### config.mk
export PLATFORM = sky130hd
export DESIGN_NAME = instr_buffer
export DESIGN_NICKNAME = d
export VERILOG_FILES = /design/src/rtl/if_pkg.sv /design/src/rtl/instr_buffer_mem.sv /design/src/rtl/instr_buffer.sv
export SDC_FILE = /design/constraint.sdc
export NUM_CORES = 1
export LEC_CHECK = 0
export CORE_ASPECT_RATIO = 0.75
export CORE_MARGIN = 2
export CORE_UTILIZATION = 55
export CTS_BUF_LIST = sky130_fd_sc_hd__clkbuf_4 sky130_fd_sc_hd__clkbuf_8
export CTS_CLUSTER_DIAMETER = 50
export DETAILED_ROUTE_END_ITERATION = 10
export GPL_TIMING_DRIVEN = 0
export PLACE_DENSITY = 0.81
export SLEW_MARGIN = 40
export SYNTH_ARGS = -nofsm -noshare
export SYNTH_HDL_FRONTEND = slang
export SYNTH_SLANG_ARGS = --single-unit
### constraint.sdc
create_clock -name clk -period 18.4 [get_ports clk]
set_input_delay 2.76 -clock clk [delete_from_list [all_inputs] [get_ports clk]]
set_output_delay 2.76 -clock clk [all_outputs]
set_load 0.05 [all_outputs]
### src/rtl/if_pkg.sv
// Fetch-path types shared by IF1, IF2, the instruction buffer and ID.
package if_pkg;

  localparam int unsigned INSTR_W = 32;

  typedef struct packed {
    logic [INSTR_W-1:0] pc;
    logic [INSTR_W-1:0] instr;
  } fetch_pkt_t;

endpackage

### src/rtl/instr_buffer_mem.sv
// DEPTH-entry storage for the instruction buffer: one write port, asynchronous read.
module instr_buffer_mem
  import if_pkg::*;
#(
  parameter int unsigned DEPTH = 8
) (
  input  logic                     clk,
  input  logic                     we,
  input  logic [$clog2(DEPTH)-1:0] waddr,
  input  fetch_pkt_t               wdata,
  input  logic [$clog2(DEPTH)-1:0] raddr,
  output fetch_pkt_t               rdata
);

  fetch_pkt_t mem_q [DEPTH];

  // Unreset storage: readers gate the output with occupancy.
  always_ff @(posedge clk) begin
    if (we) mem_q[waddr] <= wdata;
  end

  assign rdata = mem_q[raddr];

endmodule

### src/rtl/instr_buffer.sv
// In-order fetch queue between IF2 and ID with early-stall slack for IF1.
// Optional same-cycle empty-queue bypass enabled by defining INSTR_BUF_BYPASS_EN.
module instr_buffer
  import if_pkg::*;
#(
  parameter int unsigned DEPTH = 8,
  parameter int unsigned SLACK = 2
) (
  input  logic                         clk,
  input  logic                         rst,
  input  logic                         flush,
  input  logic                         in_valid,
  input  logic [INSTR_W-1:0]           in_pc,
  input  logic [INSTR_W-1:0]           in_instr,
  input  logic                         out_ready,
  output logic                         out_valid,
  output logic [INSTR_W-1:0]           out_pc,
  output logic [INSTR_W-1:0]           out_instr,
  output logic                         stall_full_instr,
  output logic [$clog2(DEPTH+1)-1:0]   count,
  output logic                         ovf_err
);

  localparam int unsigned PW = $clog2(DEPTH);
  localparam int unsigned CW = $clog2(DEPTH + 1);
  localparam logic [CW-1:0] FULL_CNT  = CW'(DEPTH);
  localparam logic [CW-1:0] STALL_CNT = CW'(DEPTH - SLACK);

  logic [PW-1:0] wr_ptr_q, wr_ptr_d, rd_ptr_q, rd_ptr_d;
  logic [CW-1:0] count_q, count_d;
  logic          ovf_q, ovf_d;

  fetch_pkt_t in_pkt, head_pkt;
  logic has_data, full, bypass, deq, enq, bypass_take, push, pop;

  assign in_pkt   = '{pc: in_pc, instr: in_instr};
  assign has_data = (count_q != '0);
  assign full     = (count_q == FULL_CNT);

`ifdef INSTR_BUF_BYPASS_EN
  assign bypass    = ~has_data & in_valid & ~flush;
  assign out_valid = has_data | bypass;
  assign out_pc    = has_data ? head_pkt.pc    : (bypass ? in_pc    : '0);
  assign out_instr = has_data ? head_pkt.instr : (bypass ? in_instr : '0);
`else
  assign bypass    = 1'b0;
  assign out_valid = has_data;
  assign out_pc    = has_data ? head_pkt.pc    : '0;
  assign out_instr = has_data ? head_pkt.instr : '0;
`endif

  assign deq = out_valid & out_ready;
  assign enq = in_valid & ~flush & (~full | deq);
  // A bypassed beat consumed this cycle is neither stored nor popped.
  assign bypass_take = bypass & out_ready;
  assign push        = enq & ~bypass_take;
  assign pop         = deq & ~bypass_take;

  always_comb begin
    wr_ptr_d = wr_ptr_q;
    rd_ptr_d = rd_ptr_q;
    count_d  = count_q;
    ovf_d    = ovf_q;
    if (flush) begin
      wr_ptr_d = '0;
      rd_ptr_d = '0;
      count_d  = '0;
    end else begin
      if (push) wr_ptr_d = wr_ptr_q + PW'(1);
      if (pop)  rd_ptr_d = rd_ptr_q + PW'(1);
      case ({push, pop})
        2'b10:   count_d = count_q + CW'(1);
        2'b01:   count_d = count_q - CW'(1);
        default: count_d = count_q;
      endcase
      if (in_valid && full && !deq) ovf_d = 1'b1;
    end
  end

  always_ff @(posedge clk) begin
    if (rst) begin
      wr_ptr_q <= '0;
      rd_ptr_q <= '0;
      count_q  <= '0;
      ovf_q    <= 1'b0;
    end else begin
      wr_ptr_q <= wr_ptr_d;
      rd_ptr_q <= rd_ptr_d;
      count_q  <= count_d;
      ovf_q    <= ovf_d;
    end
  end

  instr_buffer_mem #(.DEPTH(DEPTH)) u_mem (
    .clk   (clk),
    .we    (push),
    .waddr (wr_ptr_q),
    .wdata (in_pkt),
    .raddr (rd_ptr_q),
    .rdata (head_pkt)
  );

  assign stall_full_instr = (count_q >= STALL_CNT);
  assign count            = count_q;
  assign ovf_err          = ovf_q;

endmodule
==> flow_summary.json, run 1 <==
{
  "status": "completed",
  "fin_skew_ns": 0.0267,
  "syn-num-nets": 974,
  "hold_viol_final": 0,
  "synthCells": 902,
  "ios": 140,
  "worstPathRequired_ns": 15.64,
  "reg2reg_depth": 9,
  "coreArea_um2": 36000,
  "worst_pin_slew_ns": 0.849,
  "timing.rr.start": "count[0]",
  "syn_area_um2": 20100,
  "die_area_um2": 38200,
  "antenna_found_initial": 2,
  "drc": 0,
  "drv_slew": 0,
  "grt_pass1_wl_um": 63900,
  "slew_headroom": 0.434,
  "postCtsSetupBuffers": 0,
  "overflow": 0,
  "endpoint": "out_pc[31]",
  "globalplace.congestion": 0.714,
  "ant_nets": 0,
  "grt_max_degree": 17,
  "clock_path_buffers": 3,
  "final_cell_area_um2": 24500,
  "synth_edf_count": 512,
  "drv_cap": 0,
  "critPathTopFamily": "buffers and inverters",
  "r2r_slack_ns": 15.38,
  "synth.distinct_cells": 37,
  "cts_sinks": 526,
  "io_buffers": 139,
  "period_needed_ns": 6.49,
  "path_clk_slew_ns": 0.06,
  "cts_resized": 0,
  "rsz0062_at_grt": "false",
  "grt_pass1_vias": 10500,
  "dp_hpwl_um": 27700,
  "crit_arrival_ns": 3.73,
  "worstSkewPairLatency_ns": 0.62,
  "min_path_type": "flop to flop",
  "core.rowCount": 60,
  "avgViaCountPerCell": 5.91,
  "wl_per_cell_um": 24.7,
  "crit_type": "flop to output port",
  "vias": 10000,
  "setup_tns_ns": 0,
  "powerDensity_nw_per_um2": 96.1,
  "routed_wl_um": 42000,
  "period_share": 0.353,
  "cts_root_buffer": "clkbuf_8",
  "grt.total_usage": 0.230,
  "worstPathCellList": "clkbuf_1 -> clkbuf_1 -> mux4_2 -> mux2i_1 -> nor2_1 -> clkdlybuf4s50_1",
  "ys_seq_area_frac": 0.778,
  "cts_buffers": 77,
  "cts_tree": "done",
  "drt-pass1-iter-count": 5,
  "timing.rr.end": "u_mem.mem_q[0][60]",
  "die_h_um": 170,
  "postCtsHoldBufs": 0,
  "area_growth_pct": 21.6,
  "ys_seq_elements": 526,
  "htreeDepth": 3,
  "fillers": 2191,
  "synth_warnings": 0,
  "vdd_drop_max_uv": 80.0,
  "cp_common_cell": "clkbuf_1",
  "dieWidth_um": 225,
  "setup_viol": 0,
  "crit_cells": 6,
  "drive_above_1_share": 0.284,
  "setup.worst_path.end_class": "output port",
  "synth_area_per_cell_um2": 22.3,
  "cpPeakStageDelay_ns": 0.87,
  "cp_max_fo": 10,
  "synth_flop_cell": "edfxtp_1",
  "finalNetCount": 1245,
  "async_flop_share": 0,
  "placed_area_um2": 22900,
  "drt_iter0_drc": 1135,
  "fmax_mhz": 154,
  "start_util": 0.560,
  "critPathBufInv": 3,
  "leakagePower_nw": 7.63,
  "crit_path_top_delay_cell": "clkdlybuf4s50_1",
  "worst_setup_path_start_kind": "flop"
}
[placed cells by master (no fill, tap or decap), types with 4 or more instances in the layout]
cell type and count:
buf_6 4, clkbuf_2 5, clkinv_1 15, nor2_1 73, buf_2 26, buf_8 13, buf_4 19, nor3_1 5
buf_16 15, nor2_4 7, edfxtp_1 512, mux4_2 128, buf_1 5, dfxtp_1 14, clkdlybuf4s50_1 139, clkinvlp_4 4
clkbuf_8 81, nand2_1 5, mux2i_1 66, clkbuf_4 33, clkbuf_1 14
[final cells by class]
type	count	area, um^2	area share
multi-input cells	326	4290	0.175
flip-flops and latches	526	15700	0.640
plain buffers	48	234	0.00956
clock buffers	114	1360	0.0557
well taps	465	582	0.0238
diodes	1	2.50	0.000102
inverters	2	7.51	0.000307
repair buffers	192	2180	0.0891
clock inverters	23	160	0.00654
[tightest hold or removal path, delay by kind of cell (launching register included)]
kind / cells / cell delay (ns)
and+or+nand+nor: 2 / 0.12
DFF: 1 / 0.33
[per-layer routing]
layer  track usage  vias to the layer above  wire, um
li1              -                     4315         -
met1         0.321                     5246     17300
met2         0.371                      392     20900
met3        0.0516                       69      2950
met4        0.0633                        2       820
met5             0                        -        16
[flip-flops by register name, indices dropped and copies added, names as in the netlist, named ones only]
register	cells
rd_ptr_q	3
u_mem.mem_q	512
count	4
ovf_err	1
wr_ptr_q	3
[where the power goes]
| group | total [mW] | switching, mW | leakage, nW | internal [mW] |
|---|---|---|---|---|
| clock network | 0.921 | 0.420 | 0.795 | 0.502 |
| registers | 1.33 | 0.00239 | 4.74 | 1.32 |
| logic | 0.106 | 0.0641 | 2.10 | 0.0422 |
| total | 2.35 | 0.486 | 7.63 | 1.87 |
[cell families after synthesis]
group,after synthesis,share of synthesized area
flops,526,0.778
xor+xnor,3,0.00131
simple gates,110,0.0240
buf+inv,50,0.0117
mux,195,0.177
fa+ha+maj,3,0.00187
compound gates,15,0.00671
[per-stage QoR]
| step | utilization | power, mW | cells | setup WS [ns] | hold WS, ns |
|---|---|---|---|---|---|
| 2_1_floorplan | - | 1.40 | 902 | 9.83 | 0.454 |
| 3_3_place_gp | 0.615 | 1.45 | 1506 | 5.16 | 0.466 |
| 4_1_cts | 0.680 | 2.37 | 1696 | 11.88 | 0.489 |
| 6_report | 0.681 | 2.35 | 1697 | 11.91 | 0.485 |
| 3_5_place_dp | 0.638 | 1.46 | 1559 | 12.41 | 0.480 |
| 5_1_grt | 0.681 | 2.43 | 1697 | 11.72 | 0.520 |
[synth_stat cells, drive strengths merged (2+ instances only)]
cell type	n	area, um^2
a211oi	2	15.0
a21oi	3	15.0
buf	31	164
clkbuf	17	63.8
dfxtp	14	280
edfxtp	512	15400
ha	3	37.5
inv	2	7.51
mux2i	66	661
mux4	128	2880
nand2	5	18.8
nand2b	4	27.5
nand3	3	15.0
nand3b	3	22.5
nor2	80	308
nor3	8	45.0
o211ai	3	22.5
o21a	2	15.0
or2	2	12.5
xor2	3	26.3
[worst min path at each step]
stage          slack, ns  depth (start not counted)     endpoint   startpoint
6_report            0.49                          2      ovf_err      ovf_err
5_1_grt             0.52                          2  rd_ptr_q[1]  rd_ptr_q[1]
4_1_cts             0.49                          2  rd_ptr_q[1]  rd_ptr_q[1]
3_5_place_dp        0.48                          2      ovf_err      ovf_err
3_3_place_gp        0.47                          2      ovf_err      ovf_err
2_1_floorplan       0.45                          2         flop  rd_ptr_q[1]
Note: power is estimated with default switching activity, not from simulation.
==> inputs of run 2 (changes only) <==
- clock period: 18.4 -> 6.4 ns (I/O delays scaled with it)
==> run 2 against run 1 <==
Die area stayed put. Worst setup slack worse by 10 ns. Largest cell class unchanged. First-iteration DRC count decreased by 13%. Routed wire length shrank 0.59%.
==> flow_summary.json, run 2 (synthesis gave the netlist of run 1 again) <==
{
  "rsz0062_at_grt": "false",
  "globalplace.congestion": 0.751,
  "die_area_um2": 38200,
  "dieWidth_um": 225,
  "cts_buffers": 76,
  "timing.rr.end": "u_mem.mem_q[0][6]",
  "worstSkewPairLatency_ns": 0.62,
  "cts_root_buffer": "clkbuf_8",
  "largest_reg_flops": 512,
  "timing.rr.start": "count[2]",
  "grt.total_usage": 0.226,
  "fillers": 2226,
  "routed_wl_um": 41700,
  "min_path_type": "flop to flop",
  "hp-start": "ovf_err",
  "drt-pass1-iter-count": 5,
  "antenna_found_initial": 3,
  "grt_pass1_wl_um": 62400,
  "ant_nets": 0,
  "placed_area_um2": 22900,
  "dp_hpwl_um": 27500,
  "die_h_um": 170,
  "drv_cap": 0,
  "ios": 140,
  "r2r_slack_ns": 3.36,
  "worst_slack_ns": 1.74,
  "fmax_mhz": 215,
  "reg2reg_depth": 10,
  "cp_max_fo": 10,
  "dp_worst_setup_slack_ns": 2.17,
  "period_share": 0.728,
  "regMostFlops": "u_mem.mem_q",
  "powerDensity_nw_per_um2": 273,
  "multiInputGateArea_um2": 4300,
  "hold_viol_final": 0,
  "clock_path_buffers": 3,
  "layout_commonest_cell": "edfxtp_1",
  "clkPwrFrac": 0.380,
  "overflow": 0,
  "cts_sinks": 526,
  "io_buffers": 139,
  "avgViaCountPerCell": 5.85,
  "start_util": 0.560,
  "worst_pin_slew_ns": 0.855,
  "swShare": 0.208,
  "worstPathRequired_ns": 5.44,
  "status": "completed",
  "postCtsSetupBuffers": 0,
  "grt_max_degree": 17,
  "layout_common_cells": "512 x edfxtp_1, 139 x clkdlybuf4s50_1, 128 x mux4_2, 80 x clkbuf_8, 73 x nor2_1",
  "hold-path-cell-count": 2,
  "cts_tree": "done",
  "vdd_drop_max_uv": 185,
  "crit_type": "flop to output port",
  "setup_viol": 0,
  "power_frac_seq": 0.574,
  "slew_headroom": 0.430,
  "crit_arrival_ns": 3.70,
  "period_needed_ns": 4.66,
  "finalNetCount": 1237,
  "p_int_mw": 5.26,
  "drt_iter0_drc": 988,
  "path_clk_slew_ns": 0.07,
  "grt_pass1_vias": 10400,
  "coreArea_um2": 36000,
  "setup.worst_path.end_class": "output port",
  "fin_skew_ns": 0.0224,
  "p_switching_mw": 1.38,
  "worst_setup_path_start_kind": "flop",
  "postCtsHoldBufs": 0,
  "drc": 0,
  "seqCellArea_um2": 15700,
  "leakagePower_nw": 7.54,
  "comb_power_share": 0.046,
  "drv_slew": 0,
  "totalPowerFinal_mw": 6.64,
  "wl_per_cell_um": 24.8,
  "cts_resized": 0,
  "hold_end": "ovf_err",
  "vias": 9862,
  "drive_above_1_share": 0.275,
  "area_growth_pct": 21.0,
  "core.rowCount": 60,
  "final_cell_area_um2": 24300,
  "htreeDepth": 3
}
-- run 2: layout make-up --
type                       count  share of cell area
buffer                        48             0.00961
tap                          465              0.0239
timing repair buffer         185              0.0877
clock inverter                24             0.00545
antenna                        4            0.000411
clock buffer                 105              0.0529
sequential                   526               0.643
inverter                       2            0.000308
multi-input combinational    326               0.177
-- run 2: per-stage QoR --
step	hold slack, ns	setup TNS [ns]	cells	util
6_report	0.475	0	1685	0.677
5_1_grt	0.518	0	1683	0.677
4_1_cts	0.477	0	1679	0.676
3_5_place_dp	0.461	0	1550	0.637
3_3_place_gp	0.462	-777.64	1506	0.615
2_1_floorplan	0.454	0	902	-
-- run 2: how the worst max path moves through the flow --
stage,endpoint,depth (start not counted)
after floorplan,u_mem.mem_q[2][0],5
after global placement,u_mem.mem_q[4][6],6
after detailed placement,u_mem.mem_q[0][5],11
after CTS,out_pc[0],6
after global routing,out_pc[14],6
final,out_pc[25],6
-- run 2: layer usage --
| layer | track usage | wire [um] | vias up |
|---|---|---|---|
| li1 | - | - | 4294 |
| met1 | 0.307 | 17200 | 5088 |
| met2 | 0.365 | 20700 | 422 |
| met3 | 0.0620 | 3090 | 56 |
| met4 | 0.0631 | 679 | 2 |
| met5 | 0 | 13 | - |
-- run 2: worst max-delay path, cell delays in order, from the launching register on --
cell and delay [ns]:
dfxtp_1 0.33, clkbuf_1 0.57, clkbuf_1 0.63, mux4_2 0.33, mux2i_1 0.07, nor2_1 0.28
clkdlybuf4s50_1 0.87
-- run 2: power by group through the flow --
stage	registers (mW)	clock network, mW	logic, mW
2_1_floorplan	3.88	0	0.151
3_3_place_gp	3.88	0	0.287
3_5_place_dp	3.88	0	0.305
4_1_cts	3.81	2.57	0.307
5_1_grt	3.81	2.72	0.324
6_report	3.81	2.52	0.304
